==> config.mk <==
export PLATFORM = sky130hd
export DESIGN_NAME = heaa_err_monitor
export DESIGN_NICKNAME = d
export VERILOG_FILES = /design/src/rtl/heaa_mon_pkg.sv /design/src/rtl/heaa_err_monitor_ed_calc.sv /design/src/rtl/heaa_err_monitor.sv
export SDC_FILE = /design/constraint.sdc
export NUM_CORES = 1
export LEC_CHECK = 0
export CELL_PAD_IN_SITES_DETAIL_PLACEMENT = 0
export CELL_PAD_IN_SITES_GLOBAL_PLACEMENT = 1
export CORE_MARGIN = 8
export CORE_UTILIZATION = 40
export CTS_CLUSTER_DIAMETER = 50
export DETAILED_ROUTE_END_ITERATION = 8
export GPL_TIMING_DRIVEN = 0
export HOLD_SLACK_MARGIN = 0.15
export PLACE_DENSITY = 0.81
export SETUP_SLACK_MARGIN = 0.15
export SYNTH_ARGS = -nofsm -noshare
export SYNTH_HDL_FRONTEND = slang
export SYNTH_HIERARCHICAL = 1
export SYNTH_SLANG_ARGS = --single-unit
==> constraint.sdc <==
create_clock -name clk -period 5 [get_ports clk]
set_input_delay 1.25 -clock clk [delete_from_list [all_inputs] [get_ports clk]]
set_output_delay 1.25 -clock clk [all_outputs]
set_load 0.02 [all_outputs]
==> src/rtl/heaa_mon_pkg.sv <==
// heaa_err_monitor shared types and constants.
// FSM state enum, ED width helper, default parameters.
package heaa_mon_pkg;

  typedef enum logic [1:0] {
    IDLE,
    RUN,
    DRAIN,
    DONE
  } mon_state_t;

  localparam int unsigned DEF_N     = 16;
  localparam int unsigned DEF_P     = 7;
  localparam int unsigned DEF_CW    = 16;
  localparam int unsigned DEF_ACC_W = 32;

  function automatic int unsigned ed_width(
    input int unsigned n
  );
    return n + 1;
  endfunction

endpackage

==> src/rtl/heaa_err_monitor_ed_calc.sv <==
// heaa_ed_calc: approx (OR lower part) vs exact sum.
// Purely combinational; emits |approx - exact|.
module heaa_ed_calc
  import heaa_mon_pkg::*;
#(
  parameter int N = DEF_N,
  parameter int P = DEF_P
) (
  input  logic [N-1:0] x,
  input  logic [N-1:0] y,
  output logic [N:0]   ed
);

  logic [N:0] approx;
  logic [N:0] exact;
  logic       c;

  // OR lower part, carry from top lower bit pair
  always_comb begin
    approx = '0;
    for (int i = 0; i < P - 1; i++) begin
      approx[i] = x[i] | y[i];
    end
    c = x[P-1] & y[P-1];
    approx[P-1] = x[P-1] ^ y[P-1];
    approx[N:P] = {1'b0, x[N-1:P]}
                + {1'b0, y[N-1:P]}
                + (N-P+1)'(c);
  end

  assign exact = {1'b0, x} + {1'b0, y};

  // absolute difference
  always_comb begin
    if (approx > exact) ed = approx - exact;
    else                ed = exact - approx;
  end

endmodule

==> src/rtl/heaa_err_monitor.sv <==
// heaa_err_monitor: streaming approx-adder error stats.
// HEAA_MON_SAT_EN: saturate sum_ed instead of wrapping.
module heaa_err_monitor
  import heaa_mon_pkg::*;
#(
  parameter int N     = DEF_N,
  parameter int P     = DEF_P,
  parameter int CW    = DEF_CW,
  parameter int ACC_W = DEF_ACC_W
) (
  input  logic             clk,
  input  logic             rst_n,
  input  logic             start,
  input  logic [CW-1:0]    num_samples,
  input  logic             in_valid,
  output logic             in_ready,
  input  logic [N-1:0]     x,
  input  logic [N-1:0]     y,
  output logic             busy,
  output logic             done,
  output logic [CW-1:0]    err_count,
  output logic [ACC_W-1:0] sum_ed,
  output logic [N:0]       max_ed
);

  localparam int EDW = int'(ed_width(N));

  mon_state_t state_q, state_d;

  logic [CW-1:0]  cnt;
  logic [CW-1:0]  nsamp;
  logic           acc;
  logic           last;
  logic           start_acc;
  logic [N-1:0]   x1, y1;
  logic           v1, v2;
  logic [EDW-1:0] ed_c, ed2;
  logic [ACC_W-1:0] sum_nx;

  assign start_acc = start &&
    (state_q == IDLE || state_q == DONE);
  assign in_ready = (state_q == RUN) && (cnt < nsamp);
  assign acc  = in_valid & in_ready;
  assign last = acc && (cnt == nsamp - CW'(1));
  assign busy = (state_q == RUN) || (state_q == DRAIN);
  assign done = (state_q == DONE);

  // state register
  always_ff @(posedge clk or negedge rst_n) begin
    if (!rst_n) state_q <= IDLE;
    else        state_q <= state_d;
  end

  // next-state logic
  always_comb begin
    state_d = state_q;
    unique case (state_q)
      IDLE, DONE: begin
        if (start) begin
          if (num_samples == '0) state_d = DONE;
          else                   state_d = RUN;
        end
      end
      RUN:   if (last) state_d = DRAIN;
      DRAIN: if (!v1 && !v2) state_d = DONE;
      default: state_d = IDLE;
    endcase
  end

  // run length capture and accepted count
  always_ff @(posedge clk or negedge rst_n) begin
    if (!rst_n) begin
      cnt   <= '0;
      nsamp <= '0;
    end else if (start_acc) begin
      cnt   <= '0;
      nsamp <= num_samples;
    end else if (acc) begin
      cnt   <= cnt + CW'(1);
    end
  end

  // S1: operand capture
  always_ff @(posedge clk or negedge rst_n) begin
    if (!rst_n) begin
      x1 <= '0;
      y1 <= '0;
      v1 <= 1'b0;
    end else begin
      v1 <= acc;
      if (acc) begin
        x1 <= x;
        y1 <= y;
      end
    end
  end

  heaa_ed_calc #(
    .N (N),
    .P (P)
  ) u_ed (
    .x  (x1),
    .y  (y1),
    .ed (ed_c)
  );

  // S2: error distance register
  always_ff @(posedge clk or negedge rst_n) begin
    if (!rst_n) begin
      ed2 <= '0;
      v2  <= 1'b0;
    end else begin
      v2 <= v1;
      if (v1) ed2 <= ed_c;
    end
  end

`ifdef HEAA_MON_SAT_EN
  localparam int SW =
    ((ACC_W > EDW) ? ACC_W : EDW) + 1;
  localparam logic [SW-1:0] SMAX =
    SW'({ACC_W{1'b1}});
  logic [SW-1:0] tot;
  assign tot = SW'(sum_ed) + SW'(ed2);
  assign sum_nx = (tot > SMAX) ?
    {ACC_W{1'b1}} : tot[ACC_W-1:0];
`else
  assign sum_nx = sum_ed + ACC_W'(ed2);
`endif

  // S3: statistics, cleared by an accepted start
  always_ff @(posedge clk or negedge rst_n) begin
    if (!rst_n) begin
      err_count <= '0;
      sum_ed    <= '0;
      max_ed    <= '0;
    end else if (start_acc) begin
      err_count <= '0;
      sum_ed    <= '0;
      max_ed    <= '0;
    end else if (v2) begin
      if (ed2 != '0) err_count <= err_count + CW'(1);
      if (ed2 > max_ed) max_ed <= ed2;
      sum_ed <= sum_nx;
    end
  end

endmodule

==> results.sh, run 1 <==
export IMPL_wire_per_inst_um=16.4
export IMPL_setup_viol=0
export IMPL_nFillCells=2626
export IMPL_ys_types=73
export IMPL_syn_cell_area_um2=11100
export IMPL_postSynthCellCount=1218
export IMPL_vias=9374
export IMPL_fin_crit_ps=4680
export IMPL_cts_root_buf="clkbuf_16"
export IMPL_busiest_layer="met2"
export IMPL_relSlewSlack=0.513
export IMPL_boundaryPins=120
export IMPL_use_met3=0.0326
export IMPL_ys_seq_elements=150
export IMPL_clock_path_buffers=2
export IMPL_synth_fp_nets=1387
export IMPL_core_rowCount=61
export IMPL_first_iter_violations=530
export IMPL_initial_core_util=0.403
export IMPL_drc=0
export IMPL_place_ws_ps=-418
export IMPL_via_per_inst=5.30
export IMPL_synth_edf_count=0
export IMPL_fin_crit_sh=0.936
export IMPL_clock_latency_ps=440
export IMPL_met2_usage=0.298
export IMPL_synth_warnings=6
export IMPL_startpoint_type="flop"
export IMPL_tightest_slew_ps=723
export IMPL_grt_pass1_wl_um=47400
export IMPL_worstPathArrival_ps=4990
export IMPL_worstSetupPathType="reg -> reg"
export IMPL_critPathRequiredTime_ps=5310
export IMPL_cp_end_kind="flop"
export IMPL_hold_path_class="reg -> reg"
export IMPL_place_congestion=0.895
export IMPL_final_cell_mix="150 x dfrtp_1, 118 x clkdlybuf4s50_1, 108 x ha_1"
export IMPL_portBuffers=119
export IMPL_grt_util_all_layers=0.174
export IMPL_fp_dieArea_um2=33400
export IMPL_path_max_fanout=9
export IMPL_clock_sinks=150
export IMPL_avgSynthCellArea_um2=9.14
export IMPL_cts_clk_slew_worst_paths_ps=70
export IMPL_grt_overflow_total=0
export IMPL_layout_commonest_cell="dfrtp_1"
export IMPL_seq_area_um2=3750
export IMPL_hold_viol_final=0
export IMPL_cts_tree="yes"
export IMPL_grt_max_degree=96
export IMPL_ys_seq_area_frac=0.337
export IMPL_die_h_um=183
export IMPL_dp_hpwl_um=22400
export IMPL_cts_buffers_inserted=17
export IMPL_timing_fmax_mhz=214
export IMPL_grt_pass1_vias=9236
export IMPL_syn2layout_area_growth_pct=23.6
export IMPL_firstDrtPassIters=5
export IMPL_grt_antenna_before_repair=0
export IMPL_fin_skew_ps=14.6
export IMPL_die_width_um=183
export IMPL_finalWorstSetupSlack_ps=320
export IMPL_antenna_cells=0
export IMPL_cts_hold_repair_buffers=0
export IMPL_cap_violations=0
export IMPL_synthArstFlopShare=1.00
export IMPL_drive_above_1_share=0.117
export IMPL_finalMaxSlewViolations=0
export IMPL_coreArea_um2=27600
export IMPL_outcome="complete, no violations"
export IMPL_multi_input_area_um2=6920
export IMPL_htreeDepth=4
export IMPL_routed_wl_um=29000
export IMPL_final_nets=1546
export IMPL_ys_flop_type="dfrtp_1"
export IMPL_ant_nets=0
export IMPL_global_route_usage_met1=0.223
export IMPL_rsz0062_at_grt="no"
==> layout make-up <==
| class | instances | area share |
|---|---|---|
| inverter | 104 | 0.0284 |
| clock buffer | 18 | 0.0319 |
| clock inverter | 14 | 0.0118 |
| buffer | 47 | 0.0165 |
| multi-input combinational | 917 | 0.503 |
| timing repair buffer | 140 | 0.101 |
| sequential | 150 | 0.273 |
| tap | 378 | 0.0344 |
==> cell usage after synthesis (all sizes together) (13+ instances only) <==
master    n  area share
mux2     50       0.051
nand3    28       0.013
mux2i    40       0.036
a31oi    13      0.0073
o21ai    69       0.031
dfrtp   150        0.34
a21o     25       0.017
inv     103       0.035
ha      111        0.12
or3      13      0.0080
clkbuf   30       0.010
nor4     19       0.011
nand4    19       0.011
buf      17      0.0096
a21oi    59       0.027
nor3     27       0.013
o21a     18       0.012
and3     14      0.0080
xnor2    53       0.042
nand2    75       0.025
o21bai   13      0.0091
nor2    106       0.036
xor2     41       0.032
==> through the flow <==
step / hold WS, ps / cell area [um^2] / TNS [ps] / utilization / cells
3_5_place_dp: 437 / 12800 / -4960 / 0.464 / 1716
3_3_place_gp: 432 / 12800 / -546550 / 0.463 / 1715
4_1_cts: 448 / 13500 / 0 / 0.490 / 1754
5_1_grt: 454 / 13800 / 0 / 0.498 / 1768
6_report: 449 / 13800 / 0 / 0.498 / 1768
2_1_floorplan: 367 / 11100 / 0 / - / 1218
==> state kept, by name, indices dropped and copies added, names as in the netlist <==
signal,count
cnt,16
ed2,17
err_count,16
max_ed,17
nsamp,16
state_q,2
sum_ed,32
v1,1
v2,1
x1,16
y1,16
==> repair_timing <==
| action | 4_1_cts | 5_1_grt |
|---|---|---|
| endpoints found under the setup margin | 16 | 15 |
| cloned | 0 | 1 |
| setup buffers | 6 | 13 |
| resized for setup | 14 | 26 |
| pin swaps | 3 | 14 |
==> kinds of logic (layout without fill, tap and decap cells) <==
logic type,after synthesis,in the layout,share of synthesized area
AOI/OAI and AO/OA,264,264,0.155
DFF,150,150,0.337
and+or+nand+nor,352,352,0.157
buffers and inverters,151,323,0.0547
muxes,90,90,0.0866
xor gates and xnor gates,94,94,0.0740
adders and majority gates,117,117,0.136
==> final timing paths <==
check / end / cells after the start / start / slack, ps
worst min register to register: v2 / 0 / v1 / 450
worst max-delay path: ed2[6] / 22 / x1[0] / 320
worst max register to register: ed2[6] / 22 / x1[0] / 320
worst min-delay path: v2 / 0 / v1 / 450
min in group asynchronous: nsamp[11] / 1 / rst_n / 740
max in group asynchronous: max_ed[9] / 2 / rst_n / 3390
==> layer usage <==
layer | vias to the layer above | routed length [um]
li1 | 4626 | -
met3 | 30 | 1490
met2 | 215 | 13800
met4 | 0 | 365
met5 | - | 0
met1 | 4503 | 13400
==> critical path: stages, from the launching register on <==
cell and delay [ps]:
dfrtp_1 430, ha_4 200, fa_2 380, a211oi_2 290
o21ai_1 100, o211a_1 180, a21boi_2 190, buf_4 140
o21ai_0 90, xnor2_1 260, ha_1 270, buf_4 170
a21oi_2 130, o21ai_1 90, a221o_1 310, a21o_1 190
inv_1 70, o22a_1 150, buf_6 150, buf_12 140
mux2i_4 230, xnor2_2 100, mux2_2 270
Power of run 1 is left out: the tool's default activity adds up to more than one toggle a clock period on the data nets, which glitch-free logic cannot reach.
==> run 2, diff against run 1 <==
Settings changed: DONT_BUFFER_PORTS set to 1, MAX_ROUTING_LAYER set to met4, PLACE_DENSITY 0.81 to 0.71.
Clock period 5 ns to 4.4 ns, I/O delays scaled along.
==> run 2 against run 1 <==
  * The run now ends with negative setup slack left
  * Sequential share of layout area increased by 1.5 points
  * Routed wire length rose by 5.0%
  * Final cell count is 4.9% lower
  * First-iteration DRC count down 10%
  * Non-clock buffer count decreased by 88
  * Maximum frequency grew 2.4%
  * Hold slack got worse by 85 ps
  * Setup slack worse by 490 ps
  * Clock skew down 3.2 ps
  * Core utilization down 2.5 points
  * Cell area is 5.1% lower
  * Critical path type unchanged
  * Critical endpoint is now ed2[8]
==> results.sh, run 2 (synthesized netlist as in run 1, its figures left out) <==
export IMPL_ant_nets=0
export IMPL_hold_viol_final=0
export IMPL_initial_core_util=0.403
export IMPL_clock_latency_ps=430
export IMPL_vias=9030
export IMPL_hold_ws_ps=365
export IMPL_outcome="finished with violations"
export IMPL_tightest_slew_ps=788
export IMPL_routed_top_layer="met4"
export IMPL_coreArea_um2=27600
export IMPL_die_h_um=183
export IMPL_grt_overflow_total=0
export IMPL_cap_violations=0
export IMPL_worstSetupPathType="reg -> reg"
export IMPL_cts_hold_repair_buffers=0
export IMPL_dp_hpwl_um=22700
export IMPL_cts_clk_slew_worst_paths_ps=70
export IMPL_fin_crit_ps=4570
export IMPL_boundaryPins=120
export IMPL_grt_util_all_layers=0.188
export IMPL_core_rowCount=61
export IMPL_grt_max_degree=151
export IMPL_portBuffers=0
export IMPL_final_nets=1458
export IMPL_top_register="sum_ed"
export IMPL_violations="negative setup slack"
export IMPL_reg_top3="sum_ed x32, ed2 x17, max_ed x17"
export IMPL_clock_sinks=150
export IMPL_drc=0
export IMPL_timing_fmax_mhz=219
export IMPL_grt_antenna_before_repair=0
export IMPL_die_width_um=183
export IMPL_relSlewSlack=0.461
export IMPL_nFillCells=2699
export IMPL_via_per_inst=5.37
export IMPL_layout_commonest_cell="dfrtp_1"
export IMPL_largest_reg_flops=32
export IMPL_firstDrtPassIters=4
export IMPL_place_congestion=0.857
export IMPL_cp_end_kind="flop"
export IMPL_hold_path_class="in -> async"
export IMPL_multi_input_area_um2=7150
export IMPL_cts_tree="yes"
export IMPL_fin_crit_sh=1.04
export IMPL_critPathRequiredTime_ps=4710
export IMPL_fp_dieArea_um2=33400
export IMPL_setup_viol=16
export IMPL_seq_area_um2=3750
export IMPL_first_iter_violations=477
export IMPL_grt_pass1_vias=9119
export IMPL_htreeDepth=4
export IMPL_finalWorstSetupSlack_ps=-171
export IMPL_routed_wl_um=30500
export IMPL_dr_wl_met2_um=14900
export IMPL_startpoint_type="flop"
export IMPL_syn2layout_area_growth_pct=17.3
export IMPL_path_max_fanout=4
export IMPL_wire_per_inst_um=18.1
export IMPL_final_cell_mix="149 x dfrtp_1, 102 x nor2_1, 100 x inv_1, 100 x ha_1, 73 x nand2_1"
export IMPL_rsz0062_at_grt="yes"
export IMPL_fin_skew_ps=11.4
export IMPL_worstPathArrival_ps=4880
export IMPL_finalMaxSlewViolations=0
export IMPL_clock_path_buffers=2
export IMPL_cts_buffers_inserted=17
export IMPL_drive_above_1_share=0.169
export IMPL_setup_tns_ps=-2170
export IMPL_met1_length_um=13200
export IMPL_cts_root_buf="clkbuf_16"
export IMPL_wl_met3_um=1630
export IMPL_grt_pass1_wl_um=48800
export IMPL_post_route_util=0.472
-- run 2: cell count changes in the layout (fill, tap and decap cells not counted), moves of 4 or more --
cell / previous run / this run
buf_6: 3 / 15
mux2_2: 50 / 38
ha_4: 2 / 6
buf_4: 22 / 40
mux2i_1: 37 / 31
ha_1: 108 / 100
mux2_4: 0 / 12
clkdlybuf4s50_1: 118 / 0
nor2_1: 106 / 102
ha_2: 1 / 5
mux2i_2: 1 / 6
-- run 2: through the flow --
step	std cells	setup slack (ps)	cell area (um^2)
global route	1680	-379	13100
CTS	1664	-148	12800
detailed placement	1596	-486	11700
floorplan	1218	143	11200
global placement	1596	-473	11700
finish	1681	-171	13100
-- run 2: final timing paths --
check / end / cells after the start / startpoint / slack (ps)
setup / recovery: ed2[8] / 23 / y1[4] / -170
setup reg to reg: ed2[8] / 23 / y1[4] / -170
min in group clk: v2 / 0 / v1 / 420
hold reg to reg: v2 / 0 / v1 / 420
max in group asynchronous: x1[1] / 0 / rst_n / 3690
hold / removal: nsamp[11] / 0 / rst_n / 360
-- run 2: worst max-delay path: stages (launching register included) --
cell and delay [ps]:
dfrtp_1 400, inv_1 100, ha_4 220, o21a_1 160, o21ai_0 160, nand2_1 120, a31oi_2 230, nor2_1 60
o31a_1 290, a31o_2 260, xor2_1 140, ha_1 320, buf_6 120, and3_4 160, a221o_1 310, a21o_1 210
inv_2 70, o22a_1 160, buf_6 120, buf_4 110, buf_6 110, mux2i_2 220, xor2_1 110, mux2_4 260
-- run 2: cell type report --
cell class | instances | share of cell area
antenna | 1 | 0.000192
buffer | 47 | 0.0185
clock buffer | 20 | 0.0342
clock inverter | 12 | 0.0115
inverter | 104 | 0.0299
multi-input combinational | 917 | 0.547
sequential | 150 | 0.288
tap | 378 | 0.0362
timing repair buffer | 52 | 0.0343
-- run 2: what timing repair did --
item / 4_1_cts / 5_1_grt
resized for setup: 61 / 30
setup endpoints to repair: 16 / 16
setup buffers: 36 / 16
pin swaps: 31 / 34
-- run 2: metal layers --
metal	vias up	global-route usage
li1	4444	-
met1	4339	0.219
met2	198	0.316
met3	49	0.0439
met4	0	0.0677
met5	-	-
Power of run 2 is left out for the same reason.
==> RTL edit, RTL diff (settings of run 2) <==
The package constant `DEF_N` goes from 16 to 24.
--- a/src/rtl/heaa_mon_pkg.sv
+++ b/src/rtl/heaa_mon_pkg.sv
@@ -9,7 +9,7 @@
     DONE
   } mon_state_t;
 
-  localparam int unsigned DEF_N     = 16;
+  localparam int unsigned DEF_N     = 24;
   localparam int unsigned DEF_P     = 7;
   localparam int unsigned DEF_CW    = 16;
   localparam int unsigned DEF_ACC_W = 32;
Ports: changed (resized max_ed, x and y); port bits go from 120 to 144. No check against the original RTL was run, so the function may have changed too.
==> RTL edit against run 2 <==
- the flow still finishes with violations (setup timing)
- critical endpoint unchanged
- wire length is 48% higher
- worst setup slack worse by 0.34 ns
- area after synthesis up 33%
- sequential share of layout area is 2.2 points lower
- count of clock-buffer cells in the layout decreased by 2
- sequential cell count is 32 higher
- cell area rose by 31%
- critical path depth did not move
- largest cell class unchanged
Power is left out: the tool's default activity adds up to more than one toggle a clock period on the data nets, which glitch-free logic cannot reach.
==> RTL edit: results (changes against run 2) <==
<table>
<tr><th>Metric</th><th>Value</th></tr>
<tr><th colspan="2">Run status</th></tr>
<tr><td>Result of the run</td><td>finished, violations left</td></tr>
<tr><td>Violated checks</td><td>setup timing</td></tr>
<tr><th colspan="2">Worst setup path</th></tr>
<tr><td>Worst Path Arrival</td><td>5.32 ns (+0.44 ns)</td></tr>
<tr><td>Longest individual stage delay on the worst path</td><td>0.43 ns (+0.03 ns)</td></tr>
<tr><td>Worst Path Max Fanout</td><td>8 (+4)</td></tr>
<tr><th colspan="2">Timing</th></tr>
<tr><td>Post-layout worst setup margin</td><td>-0.515 ns (-0.344 ns)</td></tr>
<tr><td>Final number of setup-violating endpoints</td><td>24 (+8)</td></tr>
<tr><td>Headroom to the max-slew limit</td><td>37.9% (-8.2 points)</td></tr>
<tr><th colspan="2">Clocking</th></tr>
<tr><td>CTS sink count</td><td>182 (+21%)</td></tr>
<tr><td>Clk_lat worst skew</td><td>0.46 ns (+0.03 ns)</td></tr>
<tr><th colspan="2">Global routing</th></tr>
<tr><td>Largest net degree at the start of global routing</td><td>183 (+21%)</td></tr>
<tr><td>Wire length of the first global-routing pass</td><td>71300 um (+46%)</td></tr>
<tr><td>Total Routing Usage GR</td><td>20.9% (+2.1 points)</td></tr>
<tr><th colspan="2">Finish</th></tr>
<tr><td>Count of multi-input gates</td><td>1378 (+50%)</td></tr>
<tr><td>Total non-filler cell area in the finished layout</td><td>17100 um2 (+31%)</td></tr>
<tr><td>Non-clock buffer total of the final layout</td><td>137 (+38%)</td></tr>
<tr><td>Clock buf count</td><td>18 (-10%)</td></tr>
<tr><td>Inverters excl. clock</td><td>140 (+35%)</td></tr>
<tr><td>Fraction of final layout cells with drive strength greater than 1</td><td>13.9% (-3.0 points)</td></tr>
<tr><td>Final nets</td><td>2081 (+43%)</td></tr>
<tr><td>Layout clock area frac</td><td>3.48% (-1.1 points)</td></tr>
<tr><td>Post-route non-filler standard cell count</td><td>2337 (+39%)</td></tr>
<tr><th colspan="2">Logic synthesis</th></tr>
<tr><td>Top post-synthesis cells by area</td><td>sky130_fd_sc_hd__dfrtp_1 (31%), sky130_fd_sc_hd__ha_1 (13%), sky130_fd_sc_hd__nand2_1 (6.4%)</td></tr>
<tr><td>Distinct cells, synth</td><td>82 (+12%)</td></tr>
<tr><td>Mapped Nets</td><td>2000 (+44%)</td></tr>
<tr><th colspan="2">Place</th></tr>
<tr><td>Detailed Place HPWL</td><td>34800 um (+53%)</td></tr>
<tr><td>GPL Wtd Cong</td><td>0.905 (+5.6%)</td></tr>
<tr><th colspan="2">Route</th></tr>
<tr><td>First-pass detailed-route iteration total</td><td>5 (+1)</td></tr>
</table>
RTL edit: cell types whose count changed in the layout (fill, tap and decap cells not counted), sizes merged, moves of 11 or more:
cell and change:
o21ai +61, a21oi +79, dfrtp +32, nand3 +25
mux2 -25, clkbuf +16, buf +20, inv +42
o21bai +11, ha +40, nand2 +175, xnor2 +23
a21o +22
RTL edit: logic make-up (layout without fill, tap and decap cells):
| kind of cell | after synthesis | in the layout | share of synthesized area [%] |
|---|---|---|---|
| buf+inv | 215 | 309 | 5.66 |
| compound gates | 480 | 480 | 20.9 |
| simple gates | 576 | 576 | 18.5 |
| fa+ha+maj | 157 | 157 | 13.6 |
| mux | 55 | 55 | 3.97 |
| flops | 182 | 182 | 30.9 |
| xor+xnor | 110 | 110 | 6.53 |
RTL edit: timing repair:
action / in CTS / in global routing
pin swaps: 52 / 30
endpoints found under the setup margin: 24 / 24
resized for setup: 117 / 43
setup buffers: 52 / 9
cloned: 0 / 1
RTL edit: layer usage:
layer  up-vias  share of wire [%]  routed length (um)  global-route usage [%]
met3        67                4.4                2000                    4.24
met1      6329                 44               19800                    24.8
met5         -                  0                   0                       -
met2       278                 49               21900                    35.4
met4         0                2.6                1190                    6.73
li1       6401                  -                   -                       -
RTL edit: metrics by stage:
stage,setup TNS [ns],utilization [%]
3_5_place_dp,-26.53,42.3
4_1_cts,-6.04,46.2
3_3_place_gp,-26.42,42.3
2_1_floorplan,-1.45,-
6_report,-8.44,47.1
5_1_grt,-13.86,47.1
RTL edit: final timing paths:
kind,start,end,slack (ns)
setup / recovery,y1[0],ed2[8],-0.52
hold / removal,rst_n,nsamp[15],0.33
setup reg to reg,y1[0],ed2[8],-0.52
hold reg to reg,x1[15],x1[15],0.48
max in group asynchronous,rst_n,ed2[19],3.87
min in group clk,x1[15],x1[15],0.48
